### config.mk
export PLATFORM = sky130hd
export DESIGN_NAME = dp_transfer_sequencer
export DESIGN_NICKNAME = d
export VERILOG_FILES = /design/src/rtl/dp_transfer_sequencer.sv
export SDC_FILE = /design/constraint.sdc
export NUM_CORES = 1
export LEC_CHECK = 0
export CAP_MARGIN = 30
export CORE_MARGIN = 10
export CORE_UTILIZATION = 44
export CTS_CLUSTER_SIZE = 8
export DETAILED_ROUTE_END_ITERATION = 10
export MAX_ROUTING_LAYER = met4
export PLACE_DENSITY_LB_ADDON = 0.15
export SKIP_LAST_GASP = 1
export SLEW_MARGIN = 10
export SYNTH_ARGS = -nofsm -noshare
export SYNTH_HDL_FRONTEND = slang
export SYNTH_SLANG_ARGS = --single-unit
### constraint.sdc
create_clock -name i_clk -period 2.1 [get_ports i_clk]
set_clock_uncertainty 0.2 [all_clocks]
set_input_delay 0.42 -clock i_clk [delete_from_list [all_inputs] [get_ports i_clk]]
set_output_delay 0.42 -clock i_clk [all_outputs]
set_load 0.05 [all_outputs]
### src/rtl/dp_transfer_sequencer.sv
// ---------------------------------------------------------------------------
// dp_transfer_sequencer
//
// Purpose:
//   Expands a 3-bit macro command into one or two timed register transfers on
//   the 8-bit datapath. Each transfer first drives the source/destination
//   selects with srcen for SETUP_CYCLES cycles. It then raises dsten for
//   HOLD_CYCLES cycles. A one-cycle done pulse closes the command.
//
// Handshake:
//   start is sampled only while the sequencer is idle. The edge that samples
//   start=1 accepts the command and latches cmd. busy is high from the next
//   cycle through the done cycle. While busy, start and cmd are ignored.
//
// Ports:
//   i_clk      system clock, rising edge
//   i_rst      synchronous active-high reset, has priority over everything
//   i_start    command request
//   i_cmd      macro command (0 NOP .. 7 ECHO)
//   o_busy     command in progress
//   o_done     one-cycle completion pulse
//   o_seldst   destination select (1=ACC, 2=BREG, 4=PortOUT, 0=none)
//   o_selsrc   source select (1=ACC, 2=BREG, 3=PortIN, 0=none)
//   o_srcen    source enable
//   o_dsten    destination enable
//   o_state    current FSM state (debug visibility)
// ---------------------------------------------------------------------------
module dp_transfer_sequencer #(
    parameter int SETUP_CYCLES = 1,
    parameter int HOLD_CYCLES  = 2,
    parameter int CNT_W        = 8
) (
    input  logic       i_clk,
    input  logic       i_rst,
    input  logic       i_start,
    input  logic [2:0] i_cmd,
    output logic       o_busy,
    output logic       o_done,
    output logic [2:0] o_seldst,
    output logic [2:0] o_selsrc,
    output logic       o_srcen,
    output logic       o_dsten,
    output logic [1:0] o_state
);

    typedef enum logic [1:0] {
        ST_IDLE  = 2'd0,
        ST_SETUP = 2'd1,
        ST_XFER  = 2'd2,
        ST_DONE  = 2'd3
    } state_t;

    localparam logic [CNT_W-1:0] SETUP_LOAD = CNT_W'(SETUP_CYCLES - 1);
    localparam logic [CNT_W-1:0] HOLD_LOAD  = CNT_W'(HOLD_CYCLES - 1);

    state_t           r_state;
    logic [CNT_W-1:0] r_cnt;
    logic [2:0]       r_cmd;
    logic             r_step;
    logic             r_busy;
    logic             r_done;
    logic [2:0]       r_seldst;
    logic [2:0]       r_selsrc;
    logic             r_srcen;
    logic             r_dsten;

    // {seldst, selsrc} for a command and transfer step. Only ECHO has a
    // second step, which forwards the accumulator to the output port.
    function automatic logic [5:0] route(input logic [2:0] cmd, input logic step);
        logic [5:0] codes;
        codes = 6'd0;
        case (cmd)
            3'd1: codes = {3'd1, 3'd3};
            3'd2: codes = {3'd2, 3'd3};
            3'd3: codes = {3'd4, 3'd1};
            3'd4: codes = {3'd4, 3'd2};
            3'd5: codes = {3'd2, 3'd1};
            3'd6: codes = {3'd1, 3'd2};
            3'd7: codes = step ? {3'd4, 3'd1} : {3'd1, 3'd3};
            default: codes = 6'd0;
        endcase
        return codes;
    endfunction

    // Outputs are computed with the next state, so each one is a register
    // that reflects the state being entered.
    always_ff @(posedge i_clk) begin
        if (i_rst) begin
            r_state  <= ST_IDLE;
            r_cnt    <= '0;
            r_cmd    <= 3'd0;
            r_step   <= 1'b0;
            r_busy   <= 1'b0;
            r_done   <= 1'b0;
            r_seldst <= 3'd0;
            r_selsrc <= 3'd0;
            r_srcen  <= 1'b0;
            r_dsten  <= 1'b0;
        end else begin
            r_done <= 1'b0;
            case (r_state)
                ST_IDLE: begin
                    if (i_start) begin
                        r_cmd  <= i_cmd;
                        r_step <= 1'b0;
                        r_busy <= 1'b1;
                        if (i_cmd == 3'd0) begin
                            r_state <= ST_DONE;
                            r_done  <= 1'b1;
                        end else begin
                            r_state               <= ST_SETUP;
                            {r_seldst, r_selsrc}  <= route(i_cmd, 1'b0);
                            r_srcen               <= 1'b1;
                            r_cnt                 <= SETUP_LOAD;
                        end
                    end
                end
                ST_SETUP: begin
                    if (r_cnt == '0) begin
                        r_state <= ST_XFER;
                        r_dsten <= 1'b1;
                        r_cnt   <= HOLD_LOAD;
                    end else begin
                        r_cnt <= r_cnt - CNT_W'(1);
                    end
                end
                ST_XFER: begin
                    if (r_cnt == '0) begin
                        // dsten drops on the same edge the selects move,
                        // so the destination never sees a select change.
                        r_dsten <= 1'b0;
                        if (r_cmd == 3'd7 && !r_step) begin
                            r_step               <= 1'b1;
                            r_state              <= ST_SETUP;
                            {r_seldst, r_selsrc} <= route(r_cmd, 1'b1);
                            r_cnt                <= SETUP_LOAD;
                        end else begin
                            r_state  <= ST_DONE;
                            r_done   <= 1'b1;
                            r_seldst <= 3'd0;
                            r_selsrc <= 3'd0;
                            r_srcen  <= 1'b0;
                        end
                    end else begin
                        r_cnt <= r_cnt - CNT_W'(1);
                    end
                end
                ST_DONE: begin
                    r_state <= ST_IDLE;
                    r_busy  <= 1'b0;
                end
                default: begin
                    r_state  <= ST_IDLE;
                    r_busy   <= 1'b0;
                    r_seldst <= 3'd0;
                    r_selsrc <= 3'd0;
                    r_srcen  <= 1'b0;
                    r_dsten  <= 1'b0;
                end
            endcase
        end
    end

    assign o_busy   = r_busy;
    assign o_done   = r_done;
    assign o_seldst = r_seldst;
    assign o_selsrc = r_selsrc;
    assign o_srcen  = r_srcen;
    assign o_dsten  = r_dsten;
    assign o_state  = r_state;

endmodule

======== Word-level counts from Yosys, hierarchy flattened ========
Cells that the tools add are included.
word-level totals
  flip-flop bits (word level) ............. 24
  bits in latches ......................... 0
  bits in writable memories ............... 0
  memory bits (read-only) ................. 0
  bits of input ports ..................... 6
  memories kept ........................... 0
operators by class
  add/sub/neg operators ................... 1
  multiply operators ...................... 0
  div/mod/pow operators ................... 0
  order comparisons ....................... 0
  equal/unequal tests ..................... 24
  shifts and indexed selects .............. 0
  multiplexer cells ....................... 43
  bitwise logic cells ..................... 0
  reduce and logical (&&, ||, !) cells .... 19
operators by type and width
  kind                   count
  $pmux W6 S6            2
  $mux W8                5
  $eq A3 B3 Y1 const B   8
  $mux W3                8
  $pmux W8 S3            1
  $mux W1                14
  $eq A3 B2 Y1 const B   4
  $ne A2 B2 Y1 const B   6
  $pmux W3 S2            2
  $reduce_and A4 Y1      3
  $mux W2                5
  $pmux W1 S2            5
  $logic_not A8 Y1       1
  $pmux W2 S4            1
  $sub A8 B1 Y8 const B  1
  $eq A3 B1 Y1 const B   2
  $reduce_and A3 Y1      2
  $reduce_bool A2 Y1     3
  $reduce_and A5 Y1      1
  $eq A2 B2 Y1 const B   2
  $reduce_and A2 Y1      2
  $reduce_or A2 Y1       2
  $logic_not A3 Y1       1
  $ne A3 B3 Y1 const B   1
  other kinds (5)        5

======== Depth between registers and ports, before layout ========
Gate-level depths: netlist (run 1).
  depth after elaboration ................. 6
  gate-level depth with buffers ........... 7
  gate-level depth less buffers ........... 6

======== Worst setup path before layout (run 1) ========
Ideal clock, no wire load.
  path type ............................... register to register
  start point ............................. register r_state[0] (netlist: o_state[0])
  end point ............................... register r_cnt[1]
  setup time .............................. 116 ps
  arrival time ............................ 2,074 ps
  data required time ...................... 1,784 ps
  slack ................................... -290 ps
  cell stages (with the launch flop) ...... 8
  buffers on the path ..................... 1
  cell sequence ........................... dfxtp_1 inv_1 ha_1 buf_6 nor2b_1 nor3_2 a211oi_1 a31o_2
on the way
  longest elaborated chain between the ends .. 3
RTL lines
  item                                            RTL line  RTL
  from (decl)                                     56        state_t r_state;
  from (signal assigned)                          89        r_state <= ST_IDLE;
  from (signal assigned)                          108       r_state <= ST_DONE;
  from (signal assigned)                          111       r_state <= ST_SETUP;
  $eq A2 B2 Y1 (tied with other cells)            101       case (r_state)
  $ne A3 B3 Y1 (no line) (tied with other cells)  n/a
  $reduce_and A4 Y1 (no line)                     n/a
  to (signal assigned)                            124       r_cnt <= r_cnt - CNT_W'(1);
  to (signal assigned)                            145       r_cnt <= r_cnt - CNT_W'(1);
  to (decl)                                       57        logic [CNT_W-1:0] r_cnt;
Several ways; a longest one is shown, not always the timed one.
A chain may end at the register's enable or synchronous reset.

======== Worst setup path after layout (run 1) ========
  start point ............................. register r_state[0] (netlist: o_state[0])
  end point ............................... register r_seldst[2] (netlist: o_seldst[2])
on the way
  longest elaborated chain between the ends .. 3
RTL lines
  item                                                          RTL line  RTL
  $eq A2 B2 Y1 or $logic_not A2 Y1 (tied branches)              101
  $ne A2 B2 Y1 (no line) or $reduce_bool A2 Y1 (tied branches)  n/a
  $reduce_and A4 Y1 (no line)                                   n/a
  to (signal assigned)                                          112       {r_seldst, r_selsrc} <= route(i_cmd, 1'b0);
  to (signal assigned)                                          135       {r_seldst, r_selsrc} <= route(r_cmd, 1'b1);
  to (decl)                                                     62        logic [2:0] r_seldst;
Several ways; a longest one is shown, not always the timed one.

==> key figures, run 1 <==
Logic synthesis
  – Cells after Synth: about 170
  – Most frequent cell after synthesis: dfxtp_1
  – Syn Nets: about 180
  – Yosys top cell area share: 33.1%
  – EDFF count, synth: 0
  – Leading area contributor after synthesis: dfxtp_1
  – Mapped cell area: 0.00139 mm²
  – Synth top area cells: dfxtp_1 33%, a21oi_1 6.1%, ha_1 5.4%
  – Register area share after synthesis: approximately a third
  – #FFs+latches synth: 23
  – Asr flop ratio synth: 0%
  – Syn Area/Cell: ~8.2 µm²
  – Main synth FF type: dfxtp_1
  – Top cells by count, synth: 23 x dfxtp_1, 17 x a21oi_1, 16 x nand2_1
  – Warnings, synthesis: 0
  – Netlist cell types: 48

Routing
  – Post-route ant nets: 0
  – DR vias/cell: 5.50
  – DRT iter0 DRCs: 126
  – Vias: 1369
  – Residual DRC: 0
  – Drt pass-1 iters: 4
  – Wire per inst: 14.5 µm
  – WL final: 3.62 mm

STA
  – Setup violators final: 0
  – Min Hold Slack: between 0.2 and 0.3 ns
  – Final hold violation count: 0
  – Fin crit share: 93.2%
  – RSZ-0062 raised after global routing: yes
  – Crit path time final: 1.96 ns
  – Slew Limit Fails: 0
  – Setup WS post-layout: between 0.1 and 0.15 ns
  – F_max: 0.511 GHz

Layout
  – Finished Layout Cells: 249
  – Area Overhead vs Synth: 27.4%
  – Final Instance Area: between 0.0015 and 0.002 mm²
  – Diode count: 0
  – Share of cells above drive strength 1: about 28%
  – Final nets: 218

GRT
  – Vias in the first global route: 1382
  – Grt total ovfl: 0
  – Overall Global Routing Usage: 12.5%
  – First-pass GRT wire length: 6.22 mm
  – Pin count of the biggest net entering global routing: 16
  – Initial antenna violation count: 0

Clock network
  – Clk pin slew, worst setup/hold paths: between 0.1 and 0.15 ns
  – Root buf cell: clkbuf_4
  – H-tree depth: 1
  – CTS Buf Count: 3
  – Clk_lat worst skew: 0.32 ns
  – Clock sinks: 23
  – CTS tree: yes
  – Clock buffer depth: 2
  – Hold buffer count at CTS: 0

Setup path
  – Crit start category: flop
  – Max FO, Critical Path: 8
  – Crit path kind: flop to flop
  – Critical Path End Type: flop
  – Slowest-stage cell, CP: or3_1
  – Worst EP arrival: between 1.5 and 2 ns
  – CP peak stage delay: 0.45 ns
  – WP data required: between 2 and 2.5 ns
  – Crit-path cells: inv_1, ha_2, nor2_1, or3_1, o21ai_0, a21oi_1

Place
  – Cell Area, Placed: roughly 0.0017 mm²
  – GP Congestion: 0.850
  – Placed insts: 240
  – Worst slack, placed: -0.0496 ns
  – IO buf count: 16
  – DP HPWL: between 2 and 3 mm

Die
  – Starting Density: 46.0%
  – Die footprint: 0.00581 mm²
  – Num rows: 20
  – CORE AREA: between 0.003 and 0.004 mm²
  – Boundary pin count: 18
  – Die X: around 76 µm
  – Die height: 76.2 µm

Run status
  – Status: complete, no violations

Power
  – PD cells: 1240 mW/mm²
  – Total power draw: 2.20 mW
  – Pleak: 0.721 nW
  – VDD IR max: approximately 500 µV

Min path
  – Hold Crit Class: flop to flop

Flow run
  – Max Cap Viol: 0
==> worst paths after layout <==
path         depth (start not counted)                        to               startpoint  slack [ns]
max reg2reg                          6  o_seldst[2]$_SDFFE_PP0P_  o_state[0]$_SDFFE_PP0P_        0.14
max                                  6  o_seldst[2]$_SDFFE_PP0P_  o_state[0]$_SDFFE_PP0P_        0.14
min reg2reg                          2     r_cmd[1]$_SDFFE_PP0P_    r_cmd[1]$_SDFFE_PP0P_        0.27
min                                  2     r_cmd[1]$_SDFFE_PP0P_    r_cmd[1]$_SDFFE_PP0P_        0.27
==> cells in the final DEF (no fill, tap or decap), types with 3 or more instances in the layout <==
master,netlist,final
ha_1,6,4
clkdlybuf4s50_1,0,5
nor2_1,9,9
nand3_1,8,8
buf_4,1,35
dfxtp_1,23,21
clkbuf_4,0,3
or3_1,3,3
o21ai_0,13,11
nand2b_1,5,5
a21oi_1,17,17
a211oi_1,3,3
nand2_1,16,16
nor4_1,3,3
inv_1,8,7
nor3_1,8,8
==> logic make-up after synthesis <==
family / share of synthesized area (%)
compound gates: 24.6
xor+xnor: 0.630
fa+ha+maj: 5.40
buf+inv: 5.75
flops: 33.1
mux: 1.44
other cells: 0.270
simple gates: 28.8
==> critical path: cells and delay by family (launching register included) <==
kind / cells / cell delay (ns)
AND/OR/NAND/NOR: 2 / 0.59
flip-flops: 1 / 0.38
adder cells (fa/ha/maj): 1 / 0.31
AO/OA/AOI/OAI: 2 / 0.27
buffers and inverters: 1 / 0.11
==> report_power, final <==
group | internal (mW) | leakage, nW | switching [mW]
clock | 0.0744 | 0.0150 | 0.143
sequential | 0.545 | 0.189 | 0.0701
combinational | 0.537 | 0.518 | 0.834
total | 1.16 | 0.721 | 1.05
==> repair_timing <==
item	in CTS	in global routing
setup endpoints to repair	0	13
resized for setup	0	7
buffers inserted	0	4
==> metal layers <==
| metal | global-route usage (%) | part of all wire [%] |
|---|---|---|
| met1 | 15.7 | 49 |
| met2 | 20.2 | 49 |
| met3 | 2.00 | 2.2 |
| met4 | 3.72 | 0.61 |
| met5 | - | 0 |
==> final cells by class <==
type / instances / area [µm²]
clock buffers: 4 / 26.3
fillers: 284 / 1250
inverters: 8 / 30.0
multi-input cells: 130 / 883
flip-flops and latches: 23 / 465
well taps: 44 / 55.1
repair buffers: 40 / 313
==> registers in the layout (all words and copies together), names as in the netlist <==
signal,count
o_dsten,1
o_busy,1
o_selsrc,2
r_cnt,8
o_state,2
r_cmd,3
r_step,1
o_done,1
o_srcen,1
o_seldst,3
==> metrics by stage <==
step / util (%) / setup TNS, ns
2_1_floorplan: - / 0
3_5_place_dp: 55.8 / -0.189
5_1_grt: 58.6 / -0.0329
6_report: 58.6 / 0
3_3_place_gp: 55.8 / -0.0464
4_1_cts: 56.7 / 0
No activity file was read; power rests on OpenSTA's default activity.
==> run 2: changes to the inputs <==
GPL_ROUTABILITY_DRIVEN = 0   (was unset)
==> results of run 2 <==
Final layout, timing and power as in run 1 (identical DEF).
